==> src/rtl/led_cmd_rx_pkg.sv <==
// Shared types and constants for the LED command receiver: receive FSM
// encoding and the ASCII command bytes understood by the decoder.
package led_cmd_rx_pkg;

  typedef enum logic [1:0] {
    ST_IDLE  = 2'd0,
    ST_START = 2'd1,
    ST_DATA  = 2'd2,
    ST_STOP  = 2'd3
  } rx_state_t;

  localparam logic [7:0] CMD_BASE  = 8'h30;
  localparam logic [7:0] CMD_MAX   = 8'h37;
  localparam logic [7:0] CMD_CLR_U = 8'h43;
  localparam logic [7:0] CMD_CLR_L = 8'h63;

  typedef struct packed {
    logic       ok;
    logic [2:0] val;
  } cmd_dec_t;

  // '0'..'7' select a pattern, 'C'/'c' clear to 0, anything else is rejected.
  function automatic cmd_dec_t decode_cmd(input logic [7:0] b);
    cmd_dec_t d;
    d.ok  = 1'b0;
    d.val = 3'b000;
    if (b >= CMD_BASE && b <= CMD_MAX) begin
      d.ok  = 1'b1;
      d.val = b[2:0];
    end else if (b == CMD_CLR_U || b == CMD_CLR_L) begin
      d.ok  = 1'b1;
      d.val = 3'b000;
    end
    return d;
  endfunction

endpackage

==> src/rtl/led_cmd_rx_uart_rx_byte.sv <==
// 8N1 UART byte receiver: 2-FF synchronizer, IDLE/START/DATA/STOP FSM and
// shift register. byte_ok / frame_err are strobes in the stop-sample cycle.
module uart_rx_byte
  import led_cmd_rx_pkg::*;
#(
  parameter int DIV = 10
) (
  input  logic       clk,
  input  logic       reset,
  input  logic       i_rx,
  output logic [7:0] o_byte,
  output logic       o_byte_ok,
  output logic       o_frame_err,
  output logic       o_busy
);

  localparam int CW = (DIV > 1) ? $clog2(DIV) : 1;
  localparam logic [CW-1:0] LAST = CW'(DIV - 1);
  localparam logic [CW-1:0] HALF = CW'(DIV / 2 - 1);

  logic            r_s1, r_s2;
  rx_state_t       r_state;
  logic [CW-1:0]   r_cnt;
  logic [2:0]      r_idx;
  logic [7:0]      r_shift;
  logic            r_wait_high;
  logic            w_rx_s;
  logic            w_tick;

  assign w_rx_s = r_s2;
  assign w_tick = (r_cnt == LAST);

  always_ff @(posedge clk or posedge reset) begin
    if (reset) begin
      r_s1 <= 1'b1;
      r_s2 <= 1'b1;
    end else begin
      r_s1 <= i_rx;
      r_s2 <= r_s1;
    end
  end

  // r_wait_high holds off a new start after a low stop bit so a held-low
  // line (break) reports one frame error, not one per 10-bit window.
  always_ff @(posedge clk or posedge reset) begin
    if (reset) begin
      r_state     <= ST_IDLE;
      r_cnt       <= '0;
      r_idx       <= 3'd0;
      r_shift     <= 8'h00;
      r_wait_high <= 1'b0;
    end else begin
      case (r_state)
        ST_IDLE: begin
          r_cnt <= '0;
          r_idx <= 3'd0;
          if (r_wait_high) begin
            if (w_rx_s) r_wait_high <= 1'b0;
          end else if (!w_rx_s) begin
            r_state <= ST_START;
          end
        end
        ST_START: begin
          if (r_cnt == HALF) begin
            r_cnt   <= '0;
            r_idx   <= 3'd0;
            r_state <= w_rx_s ? ST_IDLE : ST_DATA;
          end else begin
            r_cnt <= r_cnt + 1'b1;
          end
        end
        ST_DATA: begin
          if (w_tick) begin
            r_cnt          <= '0;
            r_shift[r_idx] <= w_rx_s;
            r_idx          <= r_idx + 3'd1;
            if (r_idx == 3'd7) r_state <= ST_STOP;
          end else begin
            r_cnt <= r_cnt + 1'b1;
          end
        end
        ST_STOP: begin
          if (w_tick) begin
            r_cnt   <= '0;
            r_state <= ST_IDLE;
            if (!w_rx_s) r_wait_high <= 1'b1;
          end else begin
            r_cnt <= r_cnt + 1'b1;
          end
        end
        default: r_state <= ST_IDLE;
      endcase
    end
  end

  assign o_byte      = r_shift;
  assign o_byte_ok   = (r_state == ST_STOP) && w_tick && w_rx_s;
  assign o_frame_err = (r_state == ST_STOP) && w_tick && !w_rx_s;
  assign o_busy      = (r_state != ST_IDLE);

endmodule

==> src/rtl/led_cmd_rx.sv <==
// LED command receiver: decodes bytes from uart_rx_byte into a held 3-bit
// command with one-cycle valid / command-error / framing-error pulses.
module led_cmd_rx
  import led_cmd_rx_pkg::*;
#(
  parameter int CLK_FREQ = 50000000,
  parameter int BAUD     = 9600
) (
  input  logic       clk,
  input  logic       reset,
  input  logic       rx,
  output logic [2:0] cmd,
  output logic       cmd_valid,
  output logic       cmd_err,
  output logic       frame_err,
  output logic       busy
);

  localparam int DIV = CLK_FREQ / BAUD;

  logic [7:0] w_byte;
  logic       w_byte_ok;
  logic       w_frame_err;
  logic       w_busy;
  cmd_dec_t   w_dec;

  logic [2:0] r_cmd;
  logic       r_cmd_valid;
  logic       r_cmd_err;
  logic       r_frame_err;

  uart_rx_byte #(.DIV(DIV)) u_rx (
    .clk         (clk),
    .reset       (reset),
    .i_rx        (rx),
    .o_byte      (w_byte),
    .o_byte_ok   (w_byte_ok),
    .o_frame_err (w_frame_err),
    .o_busy      (w_busy)
  );

  assign w_dec = decode_cmd(w_byte);

  always_ff @(posedge clk or posedge reset) begin
    if (reset) begin
      r_cmd       <= 3'b000;
      r_cmd_valid <= 1'b0;
      r_cmd_err   <= 1'b0;
      r_frame_err <= 1'b0;
    end else begin
      r_cmd_valid <= w_byte_ok && w_dec.ok;
      r_cmd_err   <= w_byte_ok && !w_dec.ok;
      r_frame_err <= w_frame_err;
      if (w_byte_ok && w_dec.ok) r_cmd <= w_dec.val;
    end
  end

  assign cmd       = r_cmd;
  assign cmd_valid = r_cmd_valid;
  assign cmd_err   = r_cmd_err;
  assign frame_err = r_frame_err;
  assign busy      = w_busy;

endmodule

==> config.mk <==
export PLATFORM = sky130hd
export DESIGN_NAME = led_cmd_rx
export DESIGN_NICKNAME = d
export VERILOG_FILES = /design/src/rtl/led_cmd_rx_pkg.sv /design/src/rtl/led_cmd_rx_uart_rx_byte.sv /design/src/rtl/led_cmd_rx.sv
export SDC_FILE = /design/constraint.sdc
export NUM_CORES = 1
export LEC_CHECK = 0
export BUFFER_PORTS_ARGS = -buffer_cell sky130_fd_sc_hd__buf_4
export CORE_ASPECT_RATIO = 0.75
export CORE_MARGIN = 1.5
export CORE_UTILIZATION = 62
export CTS_BUF_LIST = sky130_fd_sc_hd__clkbuf_8
export DETAILED_ROUTE_END_ITERATION = 8
export PLACE_DENSITY = 0.83
export SYNTH_ARGS = -nofsm -noshare
export SYNTH_HDL_FRONTEND = slang
export SYNTH_HIERARCHICAL = 1
export SYNTH_SLANG_ARGS = --single-unit
==> constraint.sdc <==
create_clock -name clk -period 2.7 [get_ports clk]
set_clock_uncertainty 0.2 [all_clocks]
set_input_delay 0.405 -clock clk [delete_from_list [all_inputs] [get_ports clk]]
set_output_delay 0.405 -clock clk [all_outputs]
set_load 0.02 [all_outputs]
======== Word level (Yosys, flattened, before mapping) ========
Index checks and enable logic that the tools add are counted.
Widths: inputs -> output; s select.
word-level totals
  input bits .............................. 3
  logic and storage cells ................. 75
  register bits ........................... 35
  output and inout port bits .............. 7
cells by class
  add/sub/neg operators ................... 2
  reduce and logical (&&, ||, !) cells .... 19
  mux-type cells .......................... 24
  equality and inequality tests ........... 15
  order comparisons ....................... 4
operator list
  operator               count
  $pmux 13 s3            1
  $mux 13                2
  $eq 8x7->1 const B     2
  $mux 2                 7
  $add 13x1->13 const B  1
  $eq 13x12->1 const B   1
  $eq 13x13->1 const B   1
  $pmux 3 s3             1
  $bwmux 8               1
  $ge 8x6->1 const B     1
  $le 8x6->1 const B     1
  $mux 4                 2
  $ne 2x1->1 const B     4
  $pmux 2 s4             1
  $logic_and 1x1->1      7
  $mux 3                 2
  $ne 2x2->1 const B     3
  $reduce_and 3->1       2
  $reduce_and 6->1       1
  $mux 1                 5
  $eq 2x2->1 const B     2
  $lt 3x4->1 const B     1
  $reduce_bool 2->1      2
  $add 3x1->3 const B    1
  other kinds (11)       12

======== Logic depth before layout (Yosys ltp) ========
  depth after elaboration ................. 6
  depth in mapped cells ................... 8
  mapped depth without buffers ............ 8

======== Hierarchy ========
The synthesis kept the hierarchy.
by module, submodules not included
  module        cells each  area an instance (um2)  times used  sequential area each (um2)
  uart_rx_byte  143         1507.7                  1           728.2
  led_cmd_rx    23          257.7                   1           150.1

======== Worst setup path before layout ========
Ideal clock, no wire load.
  path kind ............................... reg-to-reg
  start ................................... register u_rx.r_cnt[9]
  end ..................................... register u_rx.r_shift[4] (netlist: u_rx/o_byte[4])
  clock period less this slack ............ 2391 ps
  data required time ...................... 2375 ps
  buffers on the path ..................... 0
  setup slack ............................. 309 ps
  stages on the path, launching flop included .. 5
  data arrival time ....................... 2067 ps
  library setup time ...................... 125 ps
  cell sequence ........................... dfrtp_1 or4b_4 or4_4 nor3b_2 mux2_2
between the ends
  cells in the longest elaborated chain, start to end .. 2
ends and longest elaborated chain
  what                               line                           text
  start, declared                    led_cmd_rx_uart_rx_byte.sv:23  logic [CW-1:0] r_cnt;
  start signal, assigned             led_cmd_rx_uart_rx_byte.sv:69  r_cnt <= r_cnt + 1'b1;
  start signal, assigned             led_cmd_rx_uart_rx_byte.sv:79  r_cnt <= r_cnt + 1'b1;
  start signal, assigned             led_cmd_rx_uart_rx_byte.sv:88  r_cnt <= r_cnt + 1'b1;
  $eq 13x13->1                       led_cmd_rx_uart_rx_byte.sv:31  assign w_tick = (r_cnt == LAST);
  $reduce_and 2->1 (no source line)  n/a
  end signal, assigned by index      led_cmd_rx_uart_rx_byte.sv:75  r_shift[r_idx] <= w_rx_s;
  end, declared                      led_cmd_rx_uart_rx_byte.sv:25  logic [7:0] r_shift;
No other way between the ends.
A chain may end at the register's enable or synchronous reset.

======== Worst setup path after layout ========
  start ................................... register u_rx.r_cnt[9]
  end ..................................... register r_cmd[1] (netlist: cmd[1])
between the ends
  cells in the longest elaborated chain, start to end .. 4
ends and longest elaborated chain
  what                             line                           text
  $eq 13x13->1                     led_cmd_rx_uart_rx_byte.sv:31
  $logic_and 1x1->1 (2 in series)  led_cmd_rx_uart_rx_byte.sv:97  assign o_byte_ok = (r_state == ST_STOP) && w_tick && w_rx_s;
  net w_byte_ok                    led_cmd_rx.sv:22               logic w_byte_ok;
  $logic_and 1x1->1                led_cmd_rx.sv:54               if (w_byte_ok && w_dec.ok) r_cmd <= w_dec.val;
  end signal, assigned             led_cmd_rx.sv:54
  end, declared                    led_cmd_rx.sv:27               logic [2:0] r_cmd;
The timed path passes the listed nets, and every way through them passes these cells.

==> impl_results.md <==
* Grt ovf at 0
* Cells after Synth at 166
* Crit path max-delay cell type: or4b_4
* Fraction of layout instances using a drive strength above 1 at 25.0%
* Setup violators final at 0
* Critical path's top delay family: simple AND/OR/NAND/NOR gates
* Hold Fails Final Rpt at 0
* Clk_lat worst skew at 0.28 ns
* Ys flop type: dfrtp_1
* Sequential Power Share at 57.4%
* Slew Viols, Final at 0
* Multi-input gate area at 832 um2
* Post-route DRC at 0
* Ports at 10
* Critical path startpoint: u_rx/r_cnt[9]
* Worst Hold Class: in2reg
* WHS Path Cells at 1
* Pwr/cell area at 461 nW/um2
* Hold wc startpoint: rx
* Deepest clock path buffer count at 2
* Tot GR Track Use at 25.3%
* Seq/Total Area, Yosys at 49.8%
* Initial antenna violation count at 0
* Syn nets at 172
* Inserted Clock Buffers at 5
* GP Congestion at 0.856
* Fillers at 173
* DR pass1 iterations at 4
* DP HPWL at 2460 um
* Die Area at 3180 um2
* Syn Area/Cell at 10.6 um2
* Flops & latches, synth at 35
* Critical path class: reg2reg
* DP Worst Slack at 0.180 ns
* Drt wl/cell at 16.0 um
* Vias in the first global route at 1307
* Worst Path Required at 2.72 ns
* Placement Rows at 16
* CTS HTree Levels at 2
* CP startpoint kind: flip-flop
* Critical-path cell list: or4b_4 > nor4_2 > and3_1 > and2_1 > inv_1 > nor2_1 > a22o_1
* DR iter-0 viols at 112
* TritonCTS clock tree: yes
* Async set-or-reset flop fraction in the synthesized netlist at 100%
* Post-Syn Area at 1770 um2
* CP max FO at 5
* Routed Antenna Nets at 0
* Post-synth EDFFs at 0
* Clock-pin slew on the worst setup and hold paths at 0.07 ns
* Final period util at 94.7%
* Die X at 64.6 um
* Achievable Freq at 391 MHz
* Core Footprint at 2660 um2
* Die Height at 49.2 um
* Vias at 1305
* Fin crit period at 2.56 ns
* Most frequent cells in the layout: dfrtp_1 (33), nor2_1 (19), buf_4 (16), nand2_1 (10)
* Outcome: complete, no violations
* Delay of the slowest cell on the worst path at 0.60 ns
* Drt via density at 5.93
* Slew HR at 73.0%
* Switching part of the total at 20.7%
* Fin Setup TNS at 0 ns
* P_leak at 0.909 nW
* Diode count at 0
* CTS sink cnt at 35
* Clk pwr share at 41.0%
* CP bufs+invs at 1
* Layout area overhead at 13.5%
* Synth unique cells at 46
* Cts repair resizes at 0
* Worst setup margin at 0.143 ns
* CTS root buffer: clkbuf_8
* Arrival time worst endpoint at 2.58 ns
* Global-route wire length before repair at 6080 um
* Yosys warnings at 6
* Worst setup EP type: flip-flop
* Routed WL at 3530 um
* Int Pwr at 0.000733 W
* Most common cell after layout, fill and taps aside: dfrtp_1
* R2R depth at 7
* Hold Path End: u_rx/r_s1
* Max_cap viols at 0
* Combinational power share at 1.6%
* Nets at 189
* Largest net degree at the start of global routing at 30
* Register area at 878 um2
* R2R Path Start: u_rx/r_cnt[9]
* Hold_ws at 0.0301 ns
* NetSw at 0.000191 W
* R2R Setup Slk at 0.14 ns
* R2r endpoint: cmd[1]
* # port buffers at 9
* Initial core utilization at 66.3%
* Unrepaired setup endpoints after global routing: no
* Worst-Margin Slew at 0.401 ns
* Maximum vdd ir drop at 0.409 mV
==> cell usage after synthesis, types with 2 or more instances <==
cell	instances	share of area, %
a21o_1	2	0.85
a22o_1	3	1.5
and2_1	2	0.71
and3_1	2	0.71
buf_1	2	0.43
buf_2	2	0.57
clkbuf_1	3	0.64
dfrtp_1	33	47
dfstp_2	2	3.0
ha_1	3	2.1
inv_1	7	1.5
mux2_2	9	5.7
mux2i_1	2	1.1
nand2_1	10	2.1
nand3_1	9	2.6
nand3b_1	5	2.1
nand4_1	2	0.71
nor2_1	19	4.0
nor2b_1	4	1.4
nor3_1	6	1.7
nor3b_2	2	1.4
nor4_1	3	1.1
or2_2	2	0.71
xnor2_1	8	4.0
xor2_1	3	1.5
==> layout make-up <==
class / count / share of cell area, %
multi-input cells: 117 / 41.5
inverters: 7 / 1.31
clock inverters: 2 / 0.437
repair buffers: 17 / 6.50
flip-flops and latches: 35 / 43.8
well taps: 36 / 2.25
clock buffers: 6 / 4.12
==> worst max path at each step <==
stage               slack [ns]  cells past startpoint              to
floorplan                 0.31                      4  u_rx/o_byte[4]
global placement          0.24                      7          cmd[0]
detailed placement        0.18                      7          cmd[2]
CTS                       0.16                      7          cmd[2]
global route              0.03                      7          cmd[1]
finish                    0.14                      7          cmd[1]
==> routing by layer <==
layer | vias up | part of all wire, % | global-route usage, %
met5 | - | 0 | 0
met4 | 0 | 0.54 | 6.74
met3 | 4 | 6.8 | 7.16
met2 | 49 | 48 | 40.8
met1 | 642 | 45 | 33.9
li1 | 610 | - | -
==> through the flow <==
stage / instance area (um2) / power (W) / cells / utilization, %
final: 2000 / 0.000924 / 220 / 75.2
after CTS: 2000 / 0.000934 / 220 / 75.2
after global routing: 2000 / 0.000956 / 220 / 75.2
after global placement: 1900 / 0.000553 / 211 / 71.4
after floorplan: 1770 / 0.000547 / 166 / -
after detailed placement: 1900 / 0.000554 / 211 / 71.4
==> timing repair <==
action,in CTS,in global routing
hold buffers,1,0
hold endpoints to repair,6,0
setup buffers,0,0
==> state kept, by name (all words and copies together), names as in the netlist, named ones only <==
signal and flops:
cmd 3, cmd_err 1, cmd_valid 1, frame_err 1
u_rx/o_byte 8, u_rx/r_cnt 13, u_rx/r_idx 3, u_rx/r_s1 1
u_rx/r_s2 1, u_rx/r_state 1, u_rx/r_wait_high 1
==> worst register-to-register path: cells and delay by family, from the launching register on <==
kind,cells,cell delay (ns)
and+or+nand+nor,5,1.66
DFF,1,0.44
AOI/OAI and AO/OA,1,0.15
buffers and inverters,1,0.06
==> cells by family after synthesis <==
logic type	count (synthesis)	share of synthesized area (%)
DFF	35	49.8
muxes	11	6.87
AOI/OAI and AO/OA	11	5.32
and+or+nand+nor	81	27.4
xor gates and xnor gates	11	5.46
adders and majority gates	3	2.13
buffers and inverters	14	3.12
==> power groups by stage <==
stage,combinational (W),sequential [W],clock [W]
3_5_place_dp,0.0000143,0.000540,0
3_3_place_gp,0.0000139,0.000540,0
6_report,0.0000146,0.000530,0.000379
5_1_grt,0.0000172,0.000530,0.000409
2_1_floorplan,0.00000942,0.000537,0
4_1_cts,0.0000155,0.000530,0.000388
Note: power is estimated with default switching activity, not from simulation.
